<file path="config.mk">
export PLATFORM = sky130hd
export DESIGN_NAME = batch_assembler
export DESIGN_NICKNAME = d
export VERILOG_FILES = /design/src/rtl/batch_assembler.sv
export SDC_FILE = /design/constraint.sdc
export NUM_CORES = 1
export LEC_CHECK = 0
export CAP_MARGIN = 10
export CORE_AREA = 2 2 236 238
export CTS_BUF_LIST = sky130_fd_sc_hd__clkbuf_16
export CTS_CLUSTER_SIZE = 28
export DETAILED_ROUTE_END_ITERATION = 6
export DIE_AREA = 0 0 238 240
export GPL_TIMING_DRIVEN = 0
export HOLD_SLACK_MARGIN = 0.02
export PLACE_DENSITY_LB_ADDON = 0.12
export SYNTH_ARGS = -nofsm -noshare
export SYNTH_HDL_FRONTEND = slang
export SYNTH_SLANG_ARGS = --single-unit
</file>
<file path="constraint.sdc">
create_clock -name clk -period 2.3 [get_ports clk]
set_input_delay 0.46 -clock clk [delete_from_list [all_inputs] [get_ports clk]]
set_output_delay 0.46 -clock clk [all_outputs]
set_load 0.05 [all_outputs]
</file>
<file path="src/rtl/batch_assembler.sv">
// batch_assembler
//   Packs accepted owner_programIDs into fixed-capacity execution batches.
//   A batch closes when it is full or when it has been open for
//   TIMEOUT_CYCLES edges, then it is held on a valid/ready handshake. While
//   it is held, upstream is stalled via in_ready.
//
// Optional feature: define BATCH_FLUSH_EN to add the 'flush' input, which
//   closes an open batch early. An ID accepted on the same edge is included.
//
// Ports:
//   clk, rst_n            clock, asynchronous active-low reset
//   in_valid/in_ready     upstream ID handshake, in_programID is the ID
//   batch_valid/ready     downstream batch handshake
//   batch_ids             slot k at [k*ID_WIDTH +: ID_WIDTH], unused slots 0
//   batch_count           number of valid slots
//   batch_seq             batch sequence number, wraps at 16 bits
//   busy                  high while a batch is open or pending
//   flush                 (BATCH_FLUSH_EN only) force-close an open batch

module batch_assembler #(
  parameter int BATCH_SIZE     = 8,
  parameter int ID_WIDTH       = 64,
  parameter int TIMEOUT_CYCLES = 16,
  parameter int CNT_W          = $clog2(BATCH_SIZE + 1)
) (
  input  logic                           clk,
  input  logic                           rst_n,
  input  logic                           in_valid,
  input  logic [ID_WIDTH-1:0]            in_programID,
  output logic                           in_ready,
  output logic                           batch_valid,
  input  logic                           batch_ready,
  output logic [BATCH_SIZE*ID_WIDTH-1:0] batch_ids,
  output logic [CNT_W-1:0]               batch_count,
  output logic [15:0]                    batch_seq,
`ifdef BATCH_FLUSH_EN
  input  logic                           flush,
`endif
  output logic                           busy
);

  localparam int TMR_W = $clog2(TIMEOUT_CYCLES);

  localparam logic [1:0] IDLE = 2'd0;
  localparam logic [1:0] FILL = 2'd1;
  localparam logic [1:0] EMIT = 2'd2;

  logic [1:0]                     state;
  logic [BATCH_SIZE*ID_WIDTH-1:0] slots;
  logic [CNT_W-1:0]               count;
  logic [TMR_W-1:0]               timer;
  logic [15:0]                    seq;

  logic flush_req;
  logic fill_full;
  logic fill_timeout;

`ifdef BATCH_FLUSH_EN
  assign flush_req = flush;
`else
  assign flush_req = 1'b0;
`endif

  // Only meaningful in FILL, where in_ready is high, so in_valid is an accept.
  assign fill_full    = in_valid && (count == CNT_W'(BATCH_SIZE - 1));
  assign fill_timeout = (timer == TMR_W'(TIMEOUT_CYCLES - 1));

  always_ff @(posedge clk or negedge rst_n) begin
    if (!rst_n) begin
      state <= IDLE;
      slots <= '0;
      count <= '0;
      timer <= '0;
      seq   <= '0;
    end else begin
      case (state)
        IDLE: begin
          if (in_valid) begin
            // Clearing the stale upper slots here keeps unused slots zero
            // in the next emitted batch.
            slots <= {{((BATCH_SIZE - 1) * ID_WIDTH){1'b0}}, in_programID};
            count <= CNT_W'(1);
            timer <= '0;
            state <= FILL;
          end
        end
        FILL: begin
          timer <= timer + TMR_W'(1);
          if (in_valid) begin
            for (int k = 0; k < BATCH_SIZE; k++) begin
              if (count == CNT_W'(k)) begin
                slots[k*ID_WIDTH +: ID_WIDTH] <= in_programID;
              end
            end
            count <= count + CNT_W'(1);
          end
          // Any closing reason still keeps an ID accepted on this edge.
          if (fill_full || fill_timeout || flush_req) begin
            state <= EMIT;
            timer <= '0;
          end
        end
        EMIT: begin
          if (batch_ready) begin
            state <= IDLE;
            count <= '0;
            timer <= '0;
            seq   <= seq + 16'd1;
          end
        end
        default: begin
          state <= IDLE;
        end
      endcase
    end
  end

  assign in_ready    = (state != EMIT);
  assign batch_valid = (state == EMIT);
  assign busy        = (state != IDLE);
  assign batch_ids   = slots;
  assign batch_count = count;
  assign batch_seq   = seq;

endmodule

</file>
; Word level (Yosys, flattened, before mapping)
; Cells that the tools add are included.
[word_totals]
elab_cells = 79
output_inout_bits = 535
ff_bits = 538
in_bits = 68
[classes]
add_sub_neg = 3
mux = 22
n_eq_ne = 23
reduce_logical = 19
[op_table]
columns = operator, count
row1 = $mux 512, 2
row2 = $pmux 512 s2, 1
row3 = $mux 64, 8
row4 = $reduce_and 4->1, 9
row5 = $ne 2x2->1 const B, 12
row6 = $pmux 4 s3, 2
row7 = $mux 4, 5
row8 = $add 16x1->16 const B, 1
row9 = $eq 4x3->1 const B, 4
row10 = $add 4x1->4 const B, 2
row11 = $eq 4x2->1 const B, 2
row12 = $mux 2, 3
row13 = $pmux 2 s3, 1
row14 = $reduce_and 3->1, 2
row15 = $eq 4x1->1 const B, 1
row16 = $eq 4x4->1 const B, 1
row17 = $logic_not 4->1, 1
row18 = $reduce_bool 2->1, 2
row19 = $reduce_bool 3->1, 1
row20 = $eq 2x1->1 const B, 1
row21 = $eq 2x2->1 const B, 1
row22 = $logic_not 2->1, 1
row23 = $ne 2x1->1 const B, 1
row24 = $reduce_and 2->1, 1
row25 = 2 further kinds, 2

; Logic depth before layout (Yosys ltp)
[logic_depth]
ltp_word = 5
depth_mapped = 10
ltp_nobuf = 6

; Worst setup path before layout
; Ideal clock, no wire load.
[synth_timing]
path_kind = register -> register
from = reg state[0]
to = reg seq[11], in the netlist batch_seq[11]
required_ps = 2159
synth_period_minus_slack_ps = 2265
stages_incl_launch_ff = 7
t_arrival_ps = 2124
setup_slack_ps = 35
path_buffers = 0
setup_ps = 141
cell_sequence = dfrtp_1 > inv_1 > ha_1 > nand2_1 > nor4_1 > nand3_1 > xnor2_1
[synth_between]
elab_chain_cells = 2
[synth_rtl]
columns = item, line_no
row1 = "start, declared", 48  ; logic [1:0] state;
row2 = "start signal, assigned", 70  ; state <= IDLE;
row3 = "start signal, assigned", 84  ; state <= FILL;
row4 = "start signal, assigned", 99  ; state <= EMIT;
row5 = $eq 2x2->1, --
row6 = via batch_valid, 31  ; output logic batch_valid,
row7 = $reduce_and 2->1 (no line), --
row8 = "end signal, assigned", 108  ; seq <= seq + 16'd1;
row9 = "end, declared", 52  ; logic [15:0] seq;
; The timed path passes the listed nets, and every way through them passes these cells.
; A chain may end at the register's enable or synchronous reset.

; Worst setup path in the final report
[layout_timing]
from = reg slots[494], in the netlist batch_ids[494]
to = out batch_ids[494]
[layout_lines]
columns = item, line_no
row1 = "start, declared", 49  ; logic [BATCH_SIZE*ID_WIDTH-1:0] slots;
row2 = "start signal, assigned", 81  ; slots <= {{((BATCH_SIZE - 1) * ID_WIDTH){1'b0}}, in_programID};
row3 = "start signal, assigned by index", 92  ; slots[k*ID_WIDTH +: ID_WIDTH] <= in_programID;
row4 = "end, declared", 33  ; output logic [BATCH_SIZE*ID_WIDTH-1:0] batch_ids,
; No word-level cell between the ends.

==> results.tsv <==
metric	value	unit
outcome	finished, final reports clean	
switching_share	50.18	%
worstMarginPinSlew	0.7706	ns
rows	86	
period_share	98.73	%
yosysSeqAreaShare	67.33	%
antenna_found_initial	1	
cp.arrival	1.81	ns
wire_per_inst	22.59	um
r2r_end	batch_seq[10]	
io_pins	603	
yosys.area.top_type	dfrtp_1	
cp.required	1.84	ns
p_int	0.02594	W
avgSynthCellArea	11.15	um^2
hpwl	53.59	mm
synth.top_cell.area_share	67.33	%
syn-cell-area	0.01999	mm^2
grt_pass1_vias	16100	
ant_nets	0	
vias	16014	
synthDistinctLibCells	39	
insertion_delay	0.61	ns
coreArea	0.05466	mm^2
cts_buffers	58	
ys_ff_latch	538	
combPwrFrac	54.6	%
fillers	4983	
finalSetupTns	0	ns
p_sw	0.02613	W
hold_viol	0	
cts_buffer_depth	3	
path_clk_slew	0.06	ns
slowest_stage	clkdlybuf4s50_1	
place_congestion	0.8479	
critPathKind	flop to output port	
synth-warning-count	0	
die_height	240	um
dieArea	0.05712	mm^2
synthesis.nets	1873	
slew_violations	0	
fp.dieW	238	um
reg2reg_depth	6	
globalRouteOverflowTotal	0	
hold_path_class	primary input to async pin	
min_period	2.271	ns
clockPowerShare	16.8	%
drive_above_1_share	11.27	%
slew_headroom	48.83	%
cpPeakStageDelay	0.87	ns
power_leakage	14.88	nW
synth_area_leaders	dfrtp_1, o21ai_0, nand2_1	
rsz0062_at_grt	true	
start_util	36.58	%
powerDensity	1793	mW/mm^2
cts_tree	built	
grt_pass1_wl	106.9	mm
layout.nets	2546	
routed_wl	72.70	mm
drt_iter0_drc	986	
share_seq_of_total_power	28.6	%
route.detailed.drc	0	
grt_start_max_net_pins	120	
htree_levels	2	
worst_r2r_startpoint	state[0]	
syn_inst	1794	
path_cells	clkdlybuf4s50_1	
syn2layout_area_growth	45.23	%
setup-violations-final	0	
cp_top_family	buffers and inverters	
crit_path_end_kind	output port	
final_util	53.12	%
cts_num_sinks	538	
critical_path.max_fanout	2	
max-vdd-ir-drop	0.9595	mV
cap_violations	0	
skew	0.02250	ns
grt_usage	25.07	%
dr.pass1.iters	5	
portBuffers	602	
crit_buf_inv	1	
cts-root-buf	clkbuf_16	
vias_per_cell	4.976	
ff2ff_setup_slack	0.12	ns
max_freq	440.4	MHz
setup.worst_path.start_class	flop	
==> registers in the layout, indices dropped and copies added (netlist names) <==
register	flops
timer	4
batch_ids	512
batch_seq	16
state	2
batch_count	4
==> kinds of logic after synthesis <==
logic type,share of synthesized area (%)
multiplexers,4.944
AND/OR/NAND/NOR,11.41
XOR/XNOR,0.7009
adder cells (fa/ha/maj),0.6884
flip-flops,67.33
AO/OA/AOI/OAI,11.90
buffers and inverters,3.029
==> cell type report <==
| cell class | count | area, um^2 | share of cell area, % |
|---|---|---|---|
| multi-input cells | 1132 | 5972 | 20.57 |
| diodes | 2 | 5.005 | 0.01724 |
| clock buffers | 59 | 1476 | 5.085 |
| clock inverters | 46 | 275.3 | 0.9480 |
| repair buffers | 613 | 6207 | 21.38 |
| flip-flops and latches | 538 | 13460 | 46.37 |
| plain buffers | 116 | 726.9 | 2.504 |
| well taps | 704 | 880.8 | 3.034 |
| inverters | 8 | 30.03 | 0.1034 |
==> power by group through the flow <==
stage               registers [W]  logic [W]  clock network, W
detailed placement         0.0150     0.0290                 0
floorplan                  0.0268    0.00592                 0
global placement           0.0150     0.0288                 0
global route               0.0153     0.0298           0.00932
CTS                        0.0149     0.0285           0.00894
finish                     0.0149     0.0284           0.00876
==> layer usage <==
| metal | GRT usage (%) | wire, um | vias to the layer above |
|---|---|---|---|
| li1 | - | - | 7346 |
| met1 | 31.30 | 29820 | 8038 |
| met2 | 41.89 | 35140 | 529 |
| met3 | 7.853 | 5709 | 101 |
| met4 | 7.367 | 2038 | 0 |
| met5 | 0 | 0 | - |
==> what timing repair did <==
| action | CTS | global route |
|---|---|---|
| endpoints found under the setup margin | 691 | 325 |
| resized for setup | 238 | 151 |
| hold buffers | 1 | 0 |
| pin swaps | 1 | 0 |
| hold endpoints to repair | 52 | 0 |
| buffers inserted | 3 | 2 |
==> cells in the final DEF, fill, tap and decap left out, types with 4 or more instances in the layout <==
master and count:
nand3_1 9, and4b_1 5, clkinv_2 9, nand2_1 518, inv_1 22, clkbuf_2 35, dlymetal6s2s_1 79, nand2b_1 5
buf_4 14, mux2_2 6, buf_2 40, clkinv_1 16, buf_16 5, ha_1 9, o21ai_0 435, clkbuf_16 59
dlygate4sd2_1 177, dfrtp_1 538, nor2b_1 4, buf_6 10, o21ai_1 23, clkbuf_4 18, xnor2_1 14, mux2_4 60
clkdlybuf4s50_1 342, nand2_2 4
==> cell usage after synthesis <==
library cell,n
o31ai_1,1
nand3_1,9
clkbuf_1,42
nor2b_1,4
nor3_1,3
mux2_4,60
buf_6,7
and4b_1,5
and3_1,3
nand4b_1,1
and4_1,1
clkbuf_2,5
nor3_2,1
buf_2,56
o21ai_1,26
nor2_1,3
xnor2_1,14
nor4_1,3
inv_1,7
or3_1,1
nand2_1,522
o21ba_2,1
a32o_1,1
a21oi_1,2
mux2_2,6
nand4_1,3
xor2_1,2
mux2i_1,2
ha_1,11
nand2b_1,5
o2bb2ai_1,2
o21ai_0,435
nor4bb_1,3
inv_2,1
nor4b_4,1
buf_4,3
buf_1,3
o21ai_4,1
dfrtp_1,538
==> worst max-delay path by stage <==
stage / from / end / cells past startpoint
floorplan: state[0] / batch_seq[11] / 6
global placement: rst_n / batch_seq[10] / 1
detailed placement: state[1] / batch_ids[380] / 8
CTS: state[0] / in_ready / 4
global route: state[0] / batch_ids[356] / 9
finish: batch_ids[494] / batch_ids[494] / 1
==> metrics by stage <==
stage	cells	instance area, um^2	worst slack, ns	power (W)	hold WS [ns]
finish	3218	29040	0.02921	0.05207	0.3751
global route	3216	29030	-0.02558	0.05446	0.4043
CTS	3214	28710	-0.1094	0.05237	0.3615
detailed placement	3105	27040	-0.4765	0.04406	0.4239
global placement	3100	26900	-23.16	0.04382	0.4600
floorplan	1794	19990	0.03549	0.03270	0.1644
(Power assumes the default switching activity.)
